==> config.mk <==
export PLATFORM = sky130hd
export DESIGN_NAME = rtp_udp_packetizer
export DESIGN_NICKNAME = d
export VERILOG_FILES = /design/src/rtl/rtp_udp_packetizer.sv
export SDC_FILE = /design/constraint.sdc
export NUM_CORES = 1
export LEC_CHECK = 0
export CORE_ASPECT_RATIO = 1.75
export CORE_MARGIN = 2
export CORE_UTILIZATION = 45
export CTS_CLUSTER_DIAMETER = 200
export DETAILED_ROUTE_END_ITERATION = 16
export PLACE_DENSITY = 0.67
export SLEW_MARGIN = 20
export SYNTH_ARGS = -nofsm -noshare
export SYNTH_HDL_FRONTEND = slang
export SYNTH_SLANG_ARGS = --single-unit
==> constraint.sdc <==
create_clock -name clk_in -period 4.81 [get_ports clk_in]
set_input_delay 0.962 -clock clk_in [delete_from_list [all_inputs] [get_ports clk_in]]
set_output_delay 0.962 -clock clk_in [all_outputs]
set_load 0.01 [all_outputs]
==> src/rtl/rtp_udp_packetizer.sv <==
// IPv4/UDP/RTP packetizer: computes the IPv4 header checksum, emits the 40-byte
// header and then packs IN_W-bit payload beats MSB-first into a ready/valid byte stream.
module rtp_udp_packetizer #(
    parameter int          IN_W        = 1,
    parameter int          MAX_PAYLOAD = 1460,
    parameter logic [31:0] SRC_IP      = 32'h0A000001,
    parameter logic [31:0] DST_IP      = 32'h0A2A00FF,
    parameter logic [15:0] SRC_PORT    = 16'd2000,
    parameter logic [15:0] DST_PORT    = 16'd2000,
    parameter logic [7:0]  TTL         = 8'd7,
    parameter logic [6:0]  PT          = 7'h1F,
    parameter logic [31:0] SSRC        = 32'd123456,
    parameter logic [15:0] SEQ_INIT    = 16'h0000
) (
    input  logic            clk_in,
    input  logic            rst_in,
    input  logic            start_in,
    input  logic [10:0]     payload_len_in,
    input  logic [31:0]     rtp_timestamp_in,
    input  logic            rtp_marker_in,
    input  logic [IN_W-1:0] in_data,
    input  logic            in_valid,
    output logic            in_ready,
    output logic [7:0]      out_data,
    output logic            out_valid,
    input  logic            out_ready,
    output logic            out_last,
    output logic            busy_out,
    output logic            pkt_done_out,
    output logic            err_out
);

    localparam int HDR_BYTES  = 40;
    localparam int CSUM_WORDS = 10;
    localparam int BEATS      = 8 / IN_W;

    // Elaboration guard: an illegal beat width instantiates a module that does not exist.
    generate
        if (!(IN_W == 1 || IN_W == 2 || IN_W == 4 || IN_W == 8)) begin : g_bad_in_w
            illegal_in_w_parameter u_illegal_in_w ();
        end
    endgenerate

    typedef enum logic [2:0] {
        S_IDLE,
        S_CSUM,
        S_HEADER,
        S_PAYLOAD,
        S_DONE
    } state_t;

    state_t      state_q, state_d;
    logic [5:0]  cnt_q, cnt_d;
    logic [16:0] sum_q, sum_d;
    logic [10:0] len_q, len_d;
    logic [31:0] ts_q, ts_d;
    logic        marker_q, marker_d;
    logic [15:0] seq_q, seq_d;
    logic [7:0]  out_data_q, out_data_d;
    logic        out_valid_q, out_valid_d;
    logic        out_last_q, out_last_d;
    logic [7:0]  asm_q, asm_d;
    logic [2:0]  beat_q, beat_d;
    logic [10:0] bytes_q, bytes_d;
    logic        err_q, err_d;

    logic [15:0] total_len;
    logic [15:0] udp_len;
    logic [15:0] csum;
    logic [15:0] csum_word;
    logic [16:0] csum_add;
    logic [319:0] hdr_vec;
    logic [7:0]  hdr_byte [HDR_BYTES];
    logic [7:0]  hdr_cur;
    logic        out_hs;
    logic        beat_acc;
    logic        byte_done;
    logic [7+IN_W:0] shift_w;

    assign total_len = 16'(len_q) + 16'd40;
    assign udp_len   = 16'(len_q) + 16'd20;
    // A carry may still be pending in bit 16 after the last add; fold it before inverting.
    assign csum      = ~(sum_q[15:0] + 16'(sum_q[16]));

    assign hdr_vec = {8'h45, 8'h00, total_len, 16'h0000, 16'h4000, TTL, 8'h11, csum,
                      SRC_IP, DST_IP,
                      SRC_PORT, DST_PORT, udp_len, 16'h0000,
                      8'h80, marker_q, PT, seq_q, ts_q, SSRC};

    genvar gi;
    generate
        for (gi = 0; gi < HDR_BYTES; gi++) begin : g_hdr
            assign hdr_byte[gi] = hdr_vec[319 - 8*gi -: 8];
        end
    endgenerate

    assign hdr_cur = (cnt_q < 6'(HDR_BYTES)) ? hdr_byte[cnt_q] : 8'h00;

    always_comb begin
        csum_word = 16'h0000;
        case (cnt_q)
            6'd0:    csum_word = 16'h4500;
            6'd1:    csum_word = total_len;
            6'd2:    csum_word = 16'h0000;
            6'd3:    csum_word = 16'h4000;
            6'd4:    csum_word = {TTL, 8'h11};
            6'd5:    csum_word = SRC_IP[31:16];
            6'd6:    csum_word = SRC_IP[15:0];
            6'd7:    csum_word = DST_IP[31:16];
            6'd8:    csum_word = DST_IP[15:0];
            default: csum_word = 16'h0000;
        endcase
    end

    assign csum_add  = {1'b0, sum_q[15:0]} + {16'h0000, sum_q[16]} + {1'b0, csum_word};

    assign out_hs    = out_valid_q && out_ready;
    assign in_ready  = (state_q == S_PAYLOAD) && (bytes_q != len_q)
                       && !(out_valid_q && !out_ready);
    assign beat_acc  = in_valid && in_ready;
    assign byte_done = beat_acc && (beat_q == 3'(BEATS - 1));
    assign shift_w   = {asm_q, in_data};

    always_comb begin
        state_d     = state_q;
        cnt_d       = cnt_q;
        sum_d       = sum_q;
        len_d       = len_q;
        ts_d        = ts_q;
        marker_d    = marker_q;
        seq_d       = seq_q;
        out_data_d  = out_data_q;
        out_valid_d = out_valid_q;
        out_last_d  = out_last_q;
        asm_d       = asm_q;
        beat_d      = beat_q;
        bytes_d     = bytes_q;
        err_d       = 1'b0;

        case (state_q)
            S_IDLE: begin
                if (start_in) begin
                    if (int'(payload_len_in) > MAX_PAYLOAD) begin
                        err_d = 1'b1;
                    end else begin
                        len_d    = payload_len_in;
                        ts_d     = rtp_timestamp_in;
                        marker_d = rtp_marker_in;
                        sum_d    = '0;
                        cnt_d    = '0;
                        asm_d    = '0;
                        beat_d   = '0;
                        bytes_d  = '0;
                        state_d  = S_CSUM;
                    end
                end
            end

            S_CSUM: begin
                sum_d = {1'b0, csum_add[15:0]} + {16'h0000, csum_add[16]};
                if (cnt_q == 6'(CSUM_WORDS - 1)) begin
                    // Byte 0 is a constant, so it can launch while the last word settles.
                    out_data_d  = hdr_byte[0];
                    out_valid_d = 1'b1;
                    out_last_d  = 1'b0;
                    cnt_d       = 6'd1;
                    state_d     = S_HEADER;
                end else begin
                    cnt_d = cnt_q + 6'd1;
                end
            end

            S_HEADER: begin
                if (out_hs) begin
                    if (cnt_q == 6'(HDR_BYTES)) begin
                        out_valid_d = 1'b0;
                        out_last_d  = 1'b0;
                        state_d     = (len_q == 11'd0) ? S_DONE : S_PAYLOAD;
                    end else begin
                        out_data_d = hdr_cur;
                        out_last_d = (cnt_q == 6'(HDR_BYTES - 1)) && (len_q == 11'd0);
                        cnt_d      = cnt_q + 6'd1;
                    end
                end
            end

            S_PAYLOAD: begin
                if (out_hs) begin
                    out_valid_d = 1'b0;
                    out_last_d  = 1'b0;
                    if (out_last_q) begin
                        state_d = S_DONE;
                    end
                end
                // A completed byte may replace one being handed off in the same cycle.
                if (beat_acc) begin
                    asm_d = shift_w[7:0];
                    if (byte_done) begin
                        beat_d      = '0;
                        out_data_d  = shift_w[7:0];
                        out_valid_d = 1'b1;
                        out_last_d  = ((bytes_q + 11'd1) == len_q);
                        bytes_d     = bytes_q + 11'd1;
                    end else begin
                        beat_d = beat_q + 3'd1;
                    end
                end
            end

            S_DONE: begin
                seq_d   = seq_q + 16'd1;
                state_d = S_IDLE;
            end

            default: begin
                state_d = S_IDLE;
            end
        endcase
    end

    always_ff @(posedge clk_in) begin
        if (rst_in) begin
            state_q     <= S_IDLE;
            cnt_q       <= '0;
            sum_q       <= '0;
            len_q       <= '0;
            ts_q        <= '0;
            marker_q    <= 1'b0;
            seq_q       <= SEQ_INIT;
            out_data_q  <= '0;
            out_valid_q <= 1'b0;
            out_last_q  <= 1'b0;
            asm_q       <= '0;
            beat_q      <= '0;
            bytes_q     <= '0;
            err_q       <= 1'b0;
        end else begin
            state_q     <= state_d;
            cnt_q       <= cnt_d;
            sum_q       <= sum_d;
            len_q       <= len_d;
            ts_q        <= ts_d;
            marker_q    <= marker_d;
            seq_q       <= seq_d;
            out_data_q  <= out_data_d;
            out_valid_q <= out_valid_d;
            out_last_q  <= out_last_d;
            asm_q       <= asm_d;
            beat_q      <= beat_d;
            bytes_q     <= bytes_d;
            err_q       <= err_d;
        end
    end

    assign out_data     = out_data_q;
    assign out_valid    = out_valid_q;
    assign out_last     = out_last_q;
    assign busy_out     = (state_q != S_IDLE);
    assign pkt_done_out = (state_q == S_DONE);
    assign err_out      = err_q;

endmodule

==> results.md, run 1 <==
* Yosys cell types at 80
* First-pass GRT wire length at around 42 mm
* Worst setup margin at 142 ps
* Reg2reg end: sum_q[14]
* Drt wl/cell at between 15 and 20 µm
* Outcome: complete, no violations
* CTS tree: built
* Worst-path fanout max at 4
* Simple-Gate Fraction of Synth Area at 26.4%
* Main synth FF type: dfxtp_1
* Compound-Gate Fraction of Synth Area at 22.3%
* Crit-path cells: inv_2, ha_2, o21ai_0, a21oi_1, a21oi_1, fa_2, fa_2, and2b_1, o221a_1, o2111ai_2, a31o_2, nor2_1, o21a_1, ha_1, ha_2, nand2_1, or4_4, and4b_1, and4b_1, xnor2_1, a22o_1
* Cell area power density at 402 mW/mm²
* CORE AREA at around 0.018 mm²
* CP max-delay cell: or4_4
* Ant diodes at 0
* FF-to-FF Start: cnt_q[0]
* Leakage at 3.61 nW
* Remaining global-route overflow at 0
* Max H-tree Level at 4
* Worst min path class: reg2reg
* Slew HR at around a third
* Post-Synth XOR/XNOR Area at 8.43%
* CTS clk-pin slew, worst paths at 60 ps
* Avg Cell Area, Syn at 7.46 µm²
* Mapped Area at about 0.0081 mm²
* Die width at 105 µm
* Number of buffers and inverters on the critical path at 1
* Post-synth top area cell: dfxtp_1
* Residual DRC at 0
* DRT Wirelength at 26.1 mm
* DR iter-0 viols at roughly 590
* Fin crit period at ~4700 ps
* Layout area overhead at 19.1%
* CTS Root Cell: clkbuf_16
* Vias per cell at 5.94
* Router iterations before antenna repair at 8
* Slowest stage delay, CP at just over 500 ps
* Antenna violations before repair at 0
* CP endpoint: sum_q[14]
* Setup crit end kind: flip-flop
* Sequential fraction of the synthesis area at 29.2%
* YS warnings at 0
* Number of synthesized register bits at 118
* FILL cells at between 1500 and 2000
* Overall routing resource usage at 27.7%
* Initial core utilization at 46.2%
* R2r worst-path depth at 21
* Die area at 0.0191 mm²
* DIE HEIGHT at 182 µm
* Crit path depth at 21
* Post-route ant nets at 0
* Mux cell area share after synthesis at between 3 and 4%
* Clock Skew at 9.82 ps
* Vias in the first global route at 7896
* Async set-reset flop share out of synthesis at 0%
* Main combinational cell family by area after synthesis: simple AND/OR/NAND/NOR gates
* CP Launch Type: flip-flop
* Crit path from: cnt_q[0]
* Adder-Cell Fraction of Synth Area at ~5.1%
* Num CTS Buffers at 17
* Max_cap viols at 0
* # clock sinks at 118
* Period Utilization, post-route at 97.1%
* Synthesized instance count at 1086
* Hold Violations, Final at 0
* Top post-synthesis cells by area: dfxtp_1 29%, nand2_1 8.6%, a21oi_1 7.2%
* PnR Total Power at a little under 4 mW
* R2r setup slk at between 100 and 150 ps
* Pre-CTS setup slack at 93.3 ps
* Routed via count at around 8200
* Worst Path Arrival at about 5000 ps
* Post-synth EDFFs at 0
* Layout cell share with drive strength beyond 1 at 10.5%
* CP delay by family, top: simple AND/OR/NAND/NOR gates
* WHS Path Cells at 2
* Most frequent cells after synthesis: 185 x nand2_1, 118 x dfxtp_1, 117 x a21oi_1
* Row cnt at 64
* # IOs at 64
* Pin count of the biggest net entering global routing at 66
* Fmax at 0.214 GHz
* CTS Buffer Depth at 2
* Worst endpoint required time at 5140 ps
* Input/output buffers at 63
* DP HPWL at 19.5 mm
* Fin nets at 1216
* Maximum vdd drop at 0.188 mV
* Slew @ Worst Pin at roughly 990 ps
* Clock latency on the worst-skew pair at 430 ps
* WS Path Type: reg2reg
* Syn nets at 1168
* Slew Limit Fails at 0
* Finish-stage setup viols at 0
* Gpl congestion at 1.02
* Most common cell in the netlist: nand2_1
* Top cell type's share of synthesized area at 29.2%
==> routing by layer <==
metal  share of wire (%)  GRT usage [%]  up-vias
met2                  52           50.1      298
met5                   0              0        -
met1                  37           29.3     3829
met3                 4.4           4.31       92
li1                    -              -     3965
met4                 6.4           17.8        0
==> state kept, by name (all words and copies together), names as in the netlist, 3 cells and up <==
name	flops
cnt_q	6
seq_q	16
ts_q	32
out_data	8
state_q	3
len_q	11
beat_q	3
asm_q	7
bytes_q	11
sum_q	17
==> power by group <==
part	total (mW)	internal [mW]	switching [mW]	leakage, nW
Sequential	1.20	1.08	0.119	0.959
Combinational	1.42	0.549	0.871	2.38
Clock	1.26	0.736	0.528	0.276
==> through the flow <==
step | util [%] | instances | setup TNS, ps | cell area, µm² | hold WS, ps
after floorplan | - | 1086 | 0 | 8130 | 433
after global placement | 51.4 | 1345 | 0 | 9020 | 440
after detailed placement | 51.4 | 1345 | 0 | 9020 | 446
after CTS | 54.7 | 1377 | 0 | 9600 | 454
after global routing | 55.0 | 1378 | -52.1 | 9650 | 475
final | 55.0 | 1378 | 0 | 9650 | 452
==> layout by cell type, fill, tap and decap left out, drive strengths merged, types with 5 or more instances in the layout <==
cell type      netlist  layout
o22ai                5       5
or2                  7       7
nand3b               5       5
nand2              185     185
a31oi               13      13
a2111oi              5       5
o21a                 5       5
a21o                 8       8
mux2i                7       7
nor3                23      23
clkdlybuf4s50        0      62
nor2b                6       6
and2                 7       7
a211oi              13      13
nor4                 6       6
nand4               13      13
dfxtp              118     118
xor2                42      42
nand3               39      39
a21oi              118     118
or3                 10      10
o31ai                5       5
a22oi                6       6
xnor2               36      36
nor2                96      96
o21ai               55      55
mux4                 8       8
clkbuf              56      18
and3                22      22
inv                 25      34
ha                  30      30
buf                 20      43
nand2b               9       9
==> layout make-up <==
class / count / area, µm² / share of cell area (%)
Multi-Input combinational cell: 866 / 5370 / 55.6
Inverter: 26 / 97.6 / 1.01
Tap cell: 231 / 289 / 3.00
Sequential cell: 118 / 2370 / 24.6
Clock buffer: 18 / 439 / 4.55
Clock inverter: 14 / 136 / 1.41
Timing Repair Buffer: 105 / 947 / 9.82
==> worst min path at each step <==
| stage | end | slack (ps) | from |
|---|---|---|---|
| 3_3_place_gp | ts_q[15] | 440 | ts_q[15] |
| 6_report | ts_q[0] | 450 | ts_q[0] |
| 5_1_grt | ts_q[18] | 470 | ts_q[18] |
| 2_1_floorplan | ts_q[10] | 430 | ts_q[10] |
| 3_5_place_dp | ts_q[10] | 450 | ts_q[10] |
| 4_1_cts | ts_q[10] | 450 | ts_q[10] |
==> what timing repair did <==
item / in CTS / in global routing
endpoints found under the setup margin: 0 / 6
hold buffers: 0 / 0
gates resized for setup: 0 / 15
setup buffers: 0 / 1
hold endpoints to repair: 0 / 0
==> logic make-up (layout without fill, tap and decap cells) <==
logic type,Yosys count,in the layout
flops,118,118
buf+inv,102,163
xor+xnor,78,78
compound gates,288,288
fa+ha+maj,32,32
simple gates,450,450
mux,18,18
==> worst register-to-register path, delay by kind of cell, from the launching register on <==
family	cells	cell delay [ps]
AO/OA/AOI/OAI	8	1260
XOR/XNOR	1	80
adder cells (fa/ha/maj)	5	1280
buffers and inverters	1	100
flip-flops	1	340
AND/OR/NAND/NOR	6	1510
(Power assumes the default switching activity.)
==> run 2: changes to the inputs <==
- PLACE_DENSITY: 0.67 -> not set
- clock period: 4.81 -> 5.5 ns (I/O delays scaled with it)
==> run 2 against run 1 <==
Worst hold slack lost 3.4 ps. Sequential power fell by 12%. Core utilization fell by 0.66 points. Total power shrank 11%. Critical path type unchanged. Largest cell class unchanged.
==> results.md, run 2 (synthesis gave the netlist of run 1 again) <==
* Sw Ratio at a little over a third
* # clock sinks at between 100 and 150
* Period Utilization, post-route at 92.4%
* Fmax at 0.197 GHz
* Overall routing resource usage at 27.2%
* Die width at approximately 110 µm
* Antenna violations before repair at 0
* Cts repair resizes at 0
* Slew @ Worst Pin at 1000 ps
* First-pass GRT wire length at roughly 41 mm
* Logic pwr share at between 30% and 40%
* Die area at 0.0191 mm²
* Layout area overhead at 17.7%
* Finished Cell Area at 0.00953 mm²
* FF-to-FF Start: cnt_q[1]
* Ant diodes at 0
* Fin nets at 1200
* R2r worst-path depth at 21
* Setup Buffers After CTS at 0
* DRT Wirelength at 25.5 mm
* Input/output buffers at 63
* DIE HEIGHT at 182 µm
* DR iter-0 viols at between 500 and 600
* CP Launch Type: flip-flop
* Max H-tree Level at 4
* Gpl congestion at 0.970
* Pin count of the biggest net entering global routing at 57
* TNS Setup at 0 ps
* Cell Area, Placed at 0.00890 mm²
* Leakage at 3.55 nW
* Cell area power density at 363 mW/mm²
* Routed via count at 8041
* Drt wl/cell at 18.8 µm
* Remaining global-route overflow at 0
* Hold Violations, Final at 0
* Finish-stage setup viols at 0
* Commonest non-fill, non-tap cell in the layout: nand2_1
* Psw at roughly 1.3 mW
* Clock latency on the worst-skew pair at around 440 ps
* Post-route ant nets at 0
* Multi-input gate area at about 0.0053 mm²
* Vias per cell at 5.91
* Setup crit end kind: flip-flop
* Internal cell power at approximately 2.2 mW
* Maximum vdd drop at around 0.25 mV
* Most flops, register: ts_q
* Worst endpoint required time at around 5800 ps
* Reg2reg end: sum_q[14]
* Hold Startpoint: ts_q[12]
* DP HPWL at 19.4 mm
* Layout cell share with drive strength beyond 1 at 7.35%
* Worst min path class: reg2reg
* Router iterations before antenna repair at 5
* CTS Root Cell: clkbuf_16
* WS Path Type: reg2reg
* Worst-path fanout max at 9
* # IOs at 64
* Residual DRC at 0
* Outcome: complete, no violations
* Slew Limit Fails at 0
* CTS Buffer Depth at 2
* Worst Path Arrival at 5410 ps
* PnR Total Power at 3.46 mW
* R2r setup slk at approximately 420 ps
* Row cnt at 64
* Num CTS Buffers at 17
* # hold bufs at CTS at 0
* Unrepaired setup endpoints after global routing: no
* Clock power share at 35.3%
* Clock Skew at 11.1 ps
* FILL cells at 1687
* Vias in the first global route at ~7800
* Seq pwr share at 30.3%
* Register area at 0.00236 mm²
* WHS Path Cells at 2
* Max_cap viols at 0
* CTS clk-pin slew, worst paths at ~60 ps
* WHS Endpoint: ts_q[12]
* Slew HR at between 30% and 40%
* Largest register FFs at 32
* Most frequent cells in the layout: 184 x nand2_1, 118 x dfxtp_1, 117 x a21oi_1, 96 x nor2_1, 62 x clkdlybuf4s50_1
* Fin crit period at just over 5000 ps
* Initial core utilization at between 40% and 50%
* CTS tree: built
* Top flop regs: ts_q x32, sum_q x17, seq_q x16
* CORE AREA at approximately 0.018 mm²
[run 2: cell type report]
cell class / instances / area share (%)
Clock buffer: 23 / 4.80
Clock inverter: 8 / 1.81
Inverter: 26 / 1.02
Multi-Input combinational cell: 866 / 55.9
Sequential cell: 118 / 24.8
Tap cell: 231 / 3.03
Timing Repair Buffer: 89 / 8.64
[run 2: per-layer routing]
layer  global-route usage (%)  part of all wire [%]  vias to the layer above
met5                        0                     0                        -
met4                     13.5                   4.5                        0
met3                     4.09                   4.1                       80
met2                     50.4                    53                      249
met1                     29.6                    38                     3773
li1                         -                     -                     3939
[run 2: worst max path at each step]
stage	start	end	slack, ps	depth (start not counted)
3_5_place_dp	cnt_q[1]	sum_q[14]	430	21
6_report	cnt_q[1]	sum_q[14]	420	21
5_1_grt	cnt_q[2]	sum_q[14]	100	21
4_1_cts	cnt_q[1]	sum_q[14]	350	21
3_3_place_gp	cnt_q[1]	sum_q[14]	460	21
2_1_floorplan	cnt_q[1]	sum_q[14]	220	24
[run 2: stage by stage]
step / util, % / cells / worst slack (ps) / hold slack, ps
after detailed placement: 50.7 / 1330 / 425 / 444
after CTS: 54.3 / 1361 / 354 / 452
final: 54.4 / 1361 / 420 / 449
after global routing: 54.4 / 1361 / 97.4 / 469
after global placement: 50.7 / 1330 / 458 / 439
after floorplan: - / 1086 / 216 / 433
[run 2: worst max-delay path: stages, from the launching register on]
cell	delay [ps]
dfxtp_1	320
inv_1	70
ha_2	280
nand2_1	180
a21oi_1	190
a21oi_1	70
fa_1	410
fa_1	410
and2b_1	250
o221a_1	230
o2111ai_1	170
a31o_2	260
nor2_1	100
o21a_1	120
ha_1	160
ha_1	180
nand2_1	80
or4_1	590
and4b_1	380
and4b_1	260
xnor2_1	70
a22o_1	200
[run 2: power groups by stage]
| stage | clock network (mW) | registers [mW] | logic (mW) |
|---|---|---|---|
| 2_1_floorplan | 0 | 1.01 | 0.845 |
| 3_3_place_gp | 0 | 1.06 | 1.18 |
| 3_5_place_dp | 0 | 1.06 | 1.18 |
| 4_1_cts | 1.23 | 1.04 | 1.19 |
| 5_1_grt | 1.27 | 1.06 | 1.30 |
| 6_report | 1.22 | 1.05 | 1.19 |
==> run 3: changes to the inputs <==
- CORE_MARGIN: 2 -> 1
- GPL_ROUTABILITY_DRIVEN: not set -> 0
==> run 3 against run 2 <==
Clock power shrank 7%. Routed wire length grew 1.7%. Sequential share of layout area grew 0.12 points. First-iteration DRC count shrank 18%. Via count grew 1.1%. Combinational power is essentially flat. Largest power group is now combinational cells. Largest cell class unchanged. Worst hold slack gained 2.0 ps. Sequential power is essentially flat. Final cell count is essentially flat. Maximum frequency shrank 0.21%. Register-to-register slack is essentially flat.
==> results.md, run 3 (synthesis gave the netlist of run 1 again) <==
* Leakage at 3.54 nW
* Outcome: complete, no violations
* Detail Route met3 WL at between 1 and 1.5 mm
* CTS Root Cell: clkbuf_16
* Clock latency on the worst-skew pair at approximately 430 ps
* Final core occ at 54.1%
* Fmax at 0.196 GHz
* Pin count of the biggest net entering global routing at 56
* Initial core utilization at 46.2%
* Largest register FFs at 32
* Unrepaired setup endpoints after global routing: no
* Slowest stage delay, CP at 580 ps
* CORE AREA at ~0.018 mm²
* Die width at approximately 100 µm
* Router iterations before antenna repair at 7
* Slew HR at between 20% and 30%
* CP max-delay cell: or4_1
* Overall routing resource usage at 29.6%
* Input/output buffers at 63
* DIE HEIGHT at approximately 180 µm
* Dpl cells at 1328
* # hold bufs at CTS at 0
* Layout cell share with drive strength beyond 1 at approximately 7.4%
* Clock Skew at roughly 11 ps
* Hold Violations, Final at 0
* Commonest non-fill, non-tap cell in the layout: nand2_1
* Max H-tree Level at 4
* Finished Cell Area at 0.00949 mm²
* Fin nets at roughly 1200
* Num CTS Buffers at 17
* Slew @ Worst Pin at 1090 ps
* Crit-path cells: inv_1, ha_1, nand2_1, a21oi_1, a21oi_1, fa_1, fa_1, and2b_1, o221a_1, o2111ai_1, a31o_2, nor2_1, o21a_1, ha_1, ha_1, nand2_1, or4_1, and4b_1, and4b_1, xnor2_1, a22o_1
* Worst-path fanout max at 6
* # IOs at 64
* Vias per cell at 5.98
* Maximum vdd drop at 0.281 mV
* Routed via count at about 8100
* Setup Buffers After CTS at 0
* Ant diodes at 0
* WS Path Type: reg2reg
* Period Utilization, post-route at 92.6%
* Antenna violations before repair at 0
* Cell Area, Placed at slightly below 0.009 mm²
* Max_cap viols at 0
* Vias in the first global route at approximately 7900
* Most frequent cells in the layout: 184 x nand2_1, 118 x dfxtp_1, 117 x a21oi_1, 96 x nor2_1, 62 x clkdlybuf4s50_1
* Layout area overhead at 17.1%
* Post-route ant nets at 0
* Setup crit end kind: flip-flop
* PnR Total Power at 3.39 mW
* First-pass GRT wire length at around 42 mm
* Top cell by count, worst path: ha_1
* Top layer in use: met4
* Worst setup margin at a little over 400 ps
* Worst hold slack at 451 ps
* Remaining global-route overflow at 0
* Finish-stage setup viols at 0
* Worst min path class: reg2reg
* Cts repair resizes at 0
* Routed wire length on met2 at 13.2 mm
* DP HPWL at roughly 19 mm
* Fin crit period at 5090 ps
* M1 wire length at about 9.9 mm
* Most flops, register: ts_q
* Row cnt at 64
* Drt wl/cell at 19.1 µm
* Worst Path Arrival at 5420 ps
* Residual DRC at 0
* Die area at 0.0186 mm²
* # clock sinks at 118
* CP Launch Type: flip-flop
* DR iter-0 viols at 434
* TNS Setup at 0 ps
* CTS Buffer Depth at 2
* Cell area power density at ~360 mW/mm²
* DRT Wirelength at 26.0 mm
* CTS clk-pin slew, worst paths at 60 ps
* Slew Limit Fails at 0
* CTS tree: built
* Worst endpoint required time at 5830 ps
* Top flop regs: ts_q x32, sum_q x17, seq_q x16
* Pre-CTS setup slack at 433 ps
* Fin cells at between 1000 and 1500
-- run 3: changes by cell type in the layout (fill, tap and decap cells not counted), sizes merged --
cell,previous run,this run
bufinv,5,3
clkinv,1,8
clkbuf,23,21
clkinvlp,3,1
buf,27,25
-- run 3: area by class of cell --
| cell class | instances | area (µm²) |
|---|---|---|
| fill | 1743 | 8050 |
| clock inverter | 11 | 151 |
| inverter | 26 | 97.6 |
| clock buffer | 21 | 450 |
| timing repair buffer | 87 | 808 |
| sequential | 118 | 2360 |
| multi-input combinational | 866 | 5330 |
| tap | 231 | 289 |
-- run 3: metal layers --
metal	up-vias	GRT usage, %
met5	-	0
met4	0	19.8
met3	105	5.52
met2	269	50.3
met1	3838	32.4
li1	3916	-
-- run 3: worst paths after layout --
path                               start   endpoint  slack [ps]  cells after the start
worst max-delay path            cnt_q[1]  sum_q[14]         410                     21
worst min-delay path            ts_q[19]   ts_q[19]         450                      2
worst max register to register  cnt_q[1]  sum_q[14]         410                     21
worst min register to register  ts_q[19]   ts_q[19]         450                      2
-- run 3: critical path, delay by kind of cell, from the launching register on --
kind            cells  cell delay (ps)
compound gates      7             1230
xor+xnor            1               70
fa+ha+maj           5             1390
buf+inv             1              170
flops               1              320
simple gates        7             1820
-- run 3: power by group --
group / total [mW] / leakage [nW] / internal, mW / switching, mW
Clock: 1.14 / 0.291 / 0.725 / 0.419
Sequential: 1.05 / 0.957 / 0.941 / 0.110
Combinational: 1.19 / 2.29 / 0.452 / 0.740
Total: 3.39 / 3.54 / 2.12 / 1.27
